--- src/rtl/oam_dma_if.sv ---
// CPU-side bus bundle for the sprite DMA controller: CPU request/data in, DMA bus master out.
// master = CPU/bus side, slave = oam_dma_ctrl.
interface oam_dma_if;
   logic [15:0] cpu_addr;
   logic        cpu_wr_n;
   logic [7:0]  cpu_dout;
   logic        odd_or_even;
   logic [7:0]  bus_rdata;
   logic        cpu_rdy;
   logic        dma_active;
   logic [15:0] dma_addr;
   logic        dma_wr_n;
   logic [7:0]  dma_dout;
   logic        dma_done;

   modport master (
      output cpu_addr, cpu_wr_n, cpu_dout, odd_or_even, bus_rdata,
      input  cpu_rdy, dma_active, dma_addr, dma_wr_n, dma_dout, dma_done
   );

   modport slave (
      input  cpu_addr, cpu_wr_n, cpu_dout, odd_or_even, bus_rdata,
      output cpu_rdy, dma_active, dma_addr, dma_wr_n, dma_dout, dma_done
   );
endinterface

--- src/rtl/oam_dma_ctrl.sv ---
// Sprite DMA: a CPU write to DMA_REG_ADDR halts the CPU and copies 256 bytes from
// {page,$00..$FF} to OAM_DATA_ADDR as read/write pairs. All outputs are registered.
module oam_dma_ctrl #(
   parameter logic [15:0] DMA_REG_ADDR  = 16'h4014,
   parameter logic [15:0] OAM_DATA_ADDR = 16'h2004,
   parameter bit          ALIGN_EN      = 1'b1
) (
   input logic       cpu_clk,
   input logic       reset,
   oam_dma_if.slave  bus
);

   typedef enum logic [2:0] {
      S_IDLE, S_HALT, S_ALIGN, S_READ, S_WRITE
   } state_t;

   state_t      state, state_nxt;
   logic [7:0]  page, page_nxt;
   logic [7:0]  idx, idx_nxt;
   logic        trigger;

   logic        cpu_rdy_nxt;
   logic        dma_active_nxt;
   logic [15:0] dma_addr_nxt;
   logic        dma_wr_n_nxt;
   logic [7:0]  dma_dout_nxt;
   logic        dma_done_nxt;

   assign trigger = (bus.cpu_addr == DMA_REG_ADDR) && !bus.cpu_wr_n && bus.cpu_rdy;

   always_ff @(posedge cpu_clk) begin
      if (reset) begin
         state <= S_IDLE;
         page  <= 8'h00;
         idx   <= 8'h00;
      end else begin
         state <= state_nxt;
         page  <= page_nxt;
         idx   <= idx_nxt;
      end
   end

   always_comb begin
      state_nxt = state;
      page_nxt  = page;
      idx_nxt   = idx;
      case (state)
         S_IDLE: begin
            if (trigger) begin
               page_nxt  = bus.cpu_dout;
               idx_nxt   = 8'h00;
               state_nxt = S_HALT;
            end
         end
         // Rdy does not stop CPU writes, so wait until the write burst drains.
         S_HALT: begin
            if (bus.cpu_wr_n)
               state_nxt = (ALIGN_EN && bus.odd_or_even) ? S_ALIGN : S_READ;
         end
         S_ALIGN: state_nxt = S_READ;
         S_READ:  state_nxt = S_WRITE;
         S_WRITE: begin
            if (idx == 8'hFF) begin
               state_nxt = S_IDLE;
            end else begin
               idx_nxt   = idx + 8'd1;
               state_nxt = S_READ;
            end
         end
         default: state_nxt = S_IDLE;
      endcase
   end

   // Outputs are decoded from the next state so the registered value matches the state it belongs to.
   always_comb begin
      cpu_rdy_nxt    = (state_nxt == S_IDLE);
      dma_active_nxt = (state_nxt == S_ALIGN) || (state_nxt == S_READ) || (state_nxt == S_WRITE);
      dma_wr_n_nxt   = (state_nxt != S_WRITE);
      dma_done_nxt   = (state == S_WRITE) && (idx == 8'hFF);
      dma_dout_nxt   = bus.dma_dout;
      dma_addr_nxt   = bus.dma_addr;
      if (state == S_READ)
         dma_dout_nxt = bus.bus_rdata;
      case (state_nxt)
         S_ALIGN, S_WRITE: dma_addr_nxt = OAM_DATA_ADDR;
         S_READ:           dma_addr_nxt = {page_nxt, idx_nxt};
         default:          dma_addr_nxt = bus.dma_addr;
      endcase
   end

   always_ff @(posedge cpu_clk) begin
      if (reset) begin
         bus.cpu_rdy    <= 1'b1;
         bus.dma_active <= 1'b0;
         bus.dma_addr   <= 16'h0000;
         bus.dma_wr_n   <= 1'b1;
         bus.dma_dout   <= 8'h00;
         bus.dma_done   <= 1'b0;
      end else begin
         bus.cpu_rdy    <= cpu_rdy_nxt;
         bus.dma_active <= dma_active_nxt;
         bus.dma_addr   <= dma_addr_nxt;
         bus.dma_wr_n   <= dma_wr_n_nxt;
         bus.dma_dout   <= dma_dout_nxt;
         bus.dma_done   <= dma_done_nxt;
      end
   end

endmodule

--- src/flat_wrapper.sv ---
// flat-port wrapper written by rule: the top's interface ports become plain ports
module oam_dma_ctrl_flat 
#(
   parameter logic [15:0] DMA_REG_ADDR  = 16'h4014,
   parameter logic [15:0] OAM_DATA_ADDR = 16'h2004,
   parameter bit          ALIGN_EN      = 1'b1
)
  (cpu_clk, reset, bus_cpu_addr, bus_cpu_wr_n, bus_cpu_dout, bus_odd_or_even, bus_bus_rdata, bus_cpu_rdy, bus_dma_active, bus_dma_addr, bus_dma_wr_n, bus_dma_dout, bus_dma_done);
  oam_dma_if bus_i ();
  input logic cpu_clk;
  input logic reset;
  input wire logic [$bits(bus_i.cpu_addr)-1:0] bus_cpu_addr;
  input wire logic [$bits(bus_i.cpu_wr_n)-1:0] bus_cpu_wr_n;
  input wire logic [$bits(bus_i.cpu_dout)-1:0] bus_cpu_dout;
  input wire logic [$bits(bus_i.odd_or_even)-1:0] bus_odd_or_even;
  input wire logic [$bits(bus_i.bus_rdata)-1:0] bus_bus_rdata;
  output wire logic [$bits(bus_i.cpu_rdy)-1:0] bus_cpu_rdy;
  output wire logic [$bits(bus_i.dma_active)-1:0] bus_dma_active;
  output wire logic [$bits(bus_i.dma_addr)-1:0] bus_dma_addr;
  output wire logic [$bits(bus_i.dma_wr_n)-1:0] bus_dma_wr_n;
  output wire logic [$bits(bus_i.dma_dout)-1:0] bus_dma_dout;
  output wire logic [$bits(bus_i.dma_done)-1:0] bus_dma_done;
  assign bus_i.cpu_addr = bus_cpu_addr;
  assign bus_i.cpu_wr_n = bus_cpu_wr_n;
  assign bus_i.cpu_dout = bus_cpu_dout;
  assign bus_i.odd_or_even = bus_odd_or_even;
  assign bus_i.bus_rdata = bus_bus_rdata;
  assign bus_cpu_rdy = bus_i.cpu_rdy;
  assign bus_dma_active = bus_i.dma_active;
  assign bus_dma_addr = bus_i.dma_addr;
  assign bus_dma_wr_n = bus_i.dma_wr_n;
  assign bus_dma_dout = bus_i.dma_dout;
  assign bus_dma_done = bus_i.dma_done;
  oam_dma_ctrl #(.DMA_REG_ADDR(DMA_REG_ADDR), .OAM_DATA_ADDR(OAM_DATA_ADDR), .ALIGN_EN(ALIGN_EN)) u_core (.cpu_clk(cpu_clk), .reset(reset), .bus(bus_i));
endmodule
--- config.mk ---
export PLATFORM = sky130hd
export DESIGN_NAME = oam_dma_ctrl_flat
export DESIGN_NICKNAME = d
export VERILOG_FILES = /design/src/rtl/oam_dma_if.sv /design/src/rtl/oam_dma_ctrl.sv /design/src/flat_wrapper.sv
export SDC_FILE = /design/constraint.sdc
export NUM_CORES = 1
export LEC_CHECK = 0
export ABC_AREA = 1
export CAP_MARGIN = 20
export CORE_ASPECT_RATIO = 0.5
export CORE_MARGIN = 2
export CORE_UTILIZATION = 35
export DETAILED_ROUTE_END_ITERATION = 7
export GPL_ROUTABILITY_DRIVEN = 0
export SLEW_MARGIN = 10
export SYNTH_ARGS = -nofsm -noshare
export SYNTH_HDL_FRONTEND = slang
export SYNTH_SLANG_ARGS = --single-unit
--- constraint.sdc ---
create_clock -name cpu_clk -period 1.7 [get_ports cpu_clk]
set_input_delay 0.17 -clock cpu_clk [delete_from_list [all_inputs] [get_ports cpu_clk]]
set_output_delay 0.17 -clock cpu_clk [all_outputs]
set_load 0.02 [all_outputs]
==> out/qor.csv <==
stage,metric,value,unit
clock_tree,clock-sinks,47,
drt,vias,2073,
critical_path,cp_data_required_time,1.89,ns
die,die_h,58.57,um
logic_synthesis,synthCells,292,
sta,relSlewSlack,77.41,%
logic_synthesis,avgSynthCellArea,7.139,um2
logic_synthesis,synth_seq_cells,47,
pwr,leakage,0.001415,uW
drt,route.detailed.drc,4,
cells_and_area,diodes,0,
sta,drv_slew,0,
drt,viasPerCell,4.658,
logic_synthesis,ys_types,32,
status,violations,DRC,
logic_synthesis,synth_nets,329,
drt,wl_per_cell,11.81,um
drt,firstDrtPassIters,6,
cells_and_area,area.sequential,940.9,um2
drt,first_iter_violations,82,
run,max_cap_violations,0,
die,io_pins,64,
worst_hold_path,hp-class,in2reg,
global_routing,grt_max_degree,23,
placed_design,portBuffers,63,
global_routing,grtUsageTotal,16.53,%
critical_path,critPathArrivalTime,1.79,ns
sta,worst_pin_slew,0.3363,ns
cells_and_area,fin_nets,408,
cells_and_area,syn2layout_area_growth,49.52,%
cells_and_area,fin_cells,445,
drt,drtAntennaViolNets,0,
clock_tree,path_clk_slew,0.07,ns
die,die-area,6627,um2
cells_and_area,multi_input_area,942.2,um2
drt,wirelength,5.256,mm
logic_synthesis,ys_warn_count,0,
placed_design,dp_hpwl,3.913,mm
critical_path,worstSetupEndpointType,flop,
cells_and_area,n_fill_cell,529,
global_routing,globalRouteMet1Util,21.55,%
clock_tree,h-tree-depth,2,
sta,fmax,625.6,MHz
clock_tree,cts_root_buf,clkbuf_16,
critical_path,critPathLaunchType,flop,
critical_path,worstSetupPathType,reg2reg,
pwr,ir_worst_vdd,408.8,uV
logic_synthesis,synth_area,2084,um2
global_routing,use_met2,27.72,%
clock_tree,clk_latency,0.29,ns
pwr,p_per_area,770.2,nW/um2
global_routing,grt_antenna_before_repair,0,
status,status,"finished, violations left",
die,die_w,113.1,um
die,core,5610,um2
clock_tree,cts_max_path_buffers,2,
die,row_count,19,
clock_tree,cts_tree,done,
global_routing,grt_pass1_vias,1928,
logic_synthesis,ys_seq_area_share,45.14,%
critical_path,cp_max_fo,8,
global_routing,grt_pass1_wl,8.562,mm
sta,setup_violations,0,
global_routing,busiest_layer,met2,
sta,clock_skew,0.009201,ns
placed_design,place_inst,436,
sta,finalCriticalPeriod,1.598,ns
global_routing,globalRouteMet3Util,3.605,%
global_routing,grt.overflow.total,0,
cells_and_area,drive_above_1_share,12.90,%
die,start_util,37.15,%
sta,hold_viol,0,
sta,post-route-period-util,94.03,%
cells_and_area,final_util,55.55,%
clock_tree,cts_buffers,5,
[placed cells by master, fill, tap and decap left out, types with 4 or more instances in the layout]
| master | n |
|---|---|
| o21ai_1 | 6 |
| buf_4 | 13 |
| nand3_1 | 32 |
| nand4_1 | 4 |
| inv_2 | 5 |
| dfxtp_1 | 47 |
| nor2_1 | 42 |
| a21oi_1 | 10 |
| clkbuf_16 | 5 |
| inv_1 | 41 |
| nor3_1 | 5 |
| nand2_1 | 55 |
| clkdlybuf4s50_1 | 63 |
| o21ai_0 | 12 |
[per-layer routing]
| layer | part of all wire [%] | vias to the layer above |
|---|---|---|
| met5 | 0 | - |
| met4 | 1.2 | 0 |
| met3 | 5.5 | 8 |
| met2 | 44 | 46 |
| met1 | 50 | 938 |
| li1 | - | 1081 |
[worst max-delay path, cell delays in order, from the launching register on]
cell and delay [ns]:
dfxtp_1 0.35, ha_2 0.22, nand3_2 0.10, inv_1 0.08, nand2_2 0.07, nand2_4 0.10, inv_2 0.07, nor2_4 0.14
a21oi_2 0.07, buf_4 0.16, nand3_1 0.09, nand2_1 0.05
[power breakdown]
group / internal (uW) / switching (uW)
clock network: 739 / 430
registers: 1100 / 0.00188
logic: 86.1 / 44.8
[timing repair]
action / 4_1_cts / 5_1_grt
hold buffers: 0 / 0
setup endpoints to repair: 0 / 11
resized for setup: 0 / 5
setup buffers: 0 / 1
[kinds of logic (layout without fill, tap and decap cells)]
logic type / Yosys count / after routing / share of synthesized area [%]
fa+ha+maj: 1 / 1 / 0.6001
flops: 47 / 47 / 45.14
compound gates: 36 / 36 / 9.784
buf+inv: 54 / 134 / 10.50
simple gates: 154 / 154 / 33.97
[sequential cells by signal (all words and copies together) (netlist names)]
register and count:
u_core.bus.dma_active 1, u_core.bus.dma_addr 16, u_core.bus.dma_dout 8, u_core.bus.cpu_rdy 1, u_core.idx 8, u_core.bus.dma_done 1, u_core.state 3, u_core.bus.dma_wr_n 1
u_core.page 8
[per-stage QoR]
| stage | worst slack [ns] | hold slack (ns) | area (um2) | TNS [ns] | total power, uW |
|---|---|---|---|---|---|
| floorplan | 0.2180 | 0.3049 | 2085 | 0 | 1159 |
| global placement | -0.07761 | 0.4591 | 2914 | -0.5318 | 1255 |
| detailed placement | -0.1543 | 0.4649 | 2914 | -1.292 | 1255 |
| CTS | 0.07486 | 0.4613 | 3092 | 0 | 2414 |
| global route | -0.01307 | 0.4728 | 3117 | -0.03252 | 2480 |
| finish | 0.1015 | 0.4626 | 3117 | 0 | 2401 |
[Yosys cell counts]
master	n	area (um2)
a21oi_2	1	8.760
inv_2	5	18.77
nor2_1	42	157.7
nand4_1	4	25.02
a21oi_1	10	50.05
o21bai_1	1	7.510
a31o_2	1	8.760
inv_1	41	153.9
o31ai_1	1	7.510
nor3_1	5	25.02
nand3_1	34	170.2
ha_1	1	12.51
nor3b_1	1	7.510
nand3_2	1	10.01
o21ai_1	5	25.02
nor2_2	2	12.51
nor2_4	3	33.78
clkinv_1	1	3.750
nand3b_1	1	7.510
a21boi_0	1	7.510
dfxtp_1	47	940.9
nand2_1	55	206.5
buf_6	1	11.26
a21boi_2	1	11.26
buf_4	1	7.510
a31oi_1	2	12.51
clkbuf_2	1	5.000
nand2_4	3	33.78
buf_2	3	15.01
clkbuf_1	1	3.750
nand2_2	3	18.77
o21ai_0	13	65.06
[path summary, 6_finish.rpt]
kind / from / end / slack, ns / cells after the start
setup / recovery: u_core.idx[0] / u_core.bus.dma_addr[1] / 0.10 / 11
hold / removal: bus_bus_rdata[0] / u_core.bus.dma_dout[0] / 0.46 / 3
hold reg to reg: u_core.bus.dma_addr[1] / u_core.bus.dma_addr[1] / 0.47 / 2
setup reg to reg: u_core.idx[0] / u_core.bus.dma_addr[1] / 0.10 / 11
[area by class of cell]
type | instances | share of cell area (%)
multi-input cells | 191 | 30.23
flip-flops and latches | 47 | 30.19
repair buffers | 79 | 25.29
inverters | 47 | 5.660
clock buffers | 6 | 4.456
well taps | 73 | 2.931
clock inverters | 2 | 1.244
No activity file was read; power rests on OpenSTA's default activity.
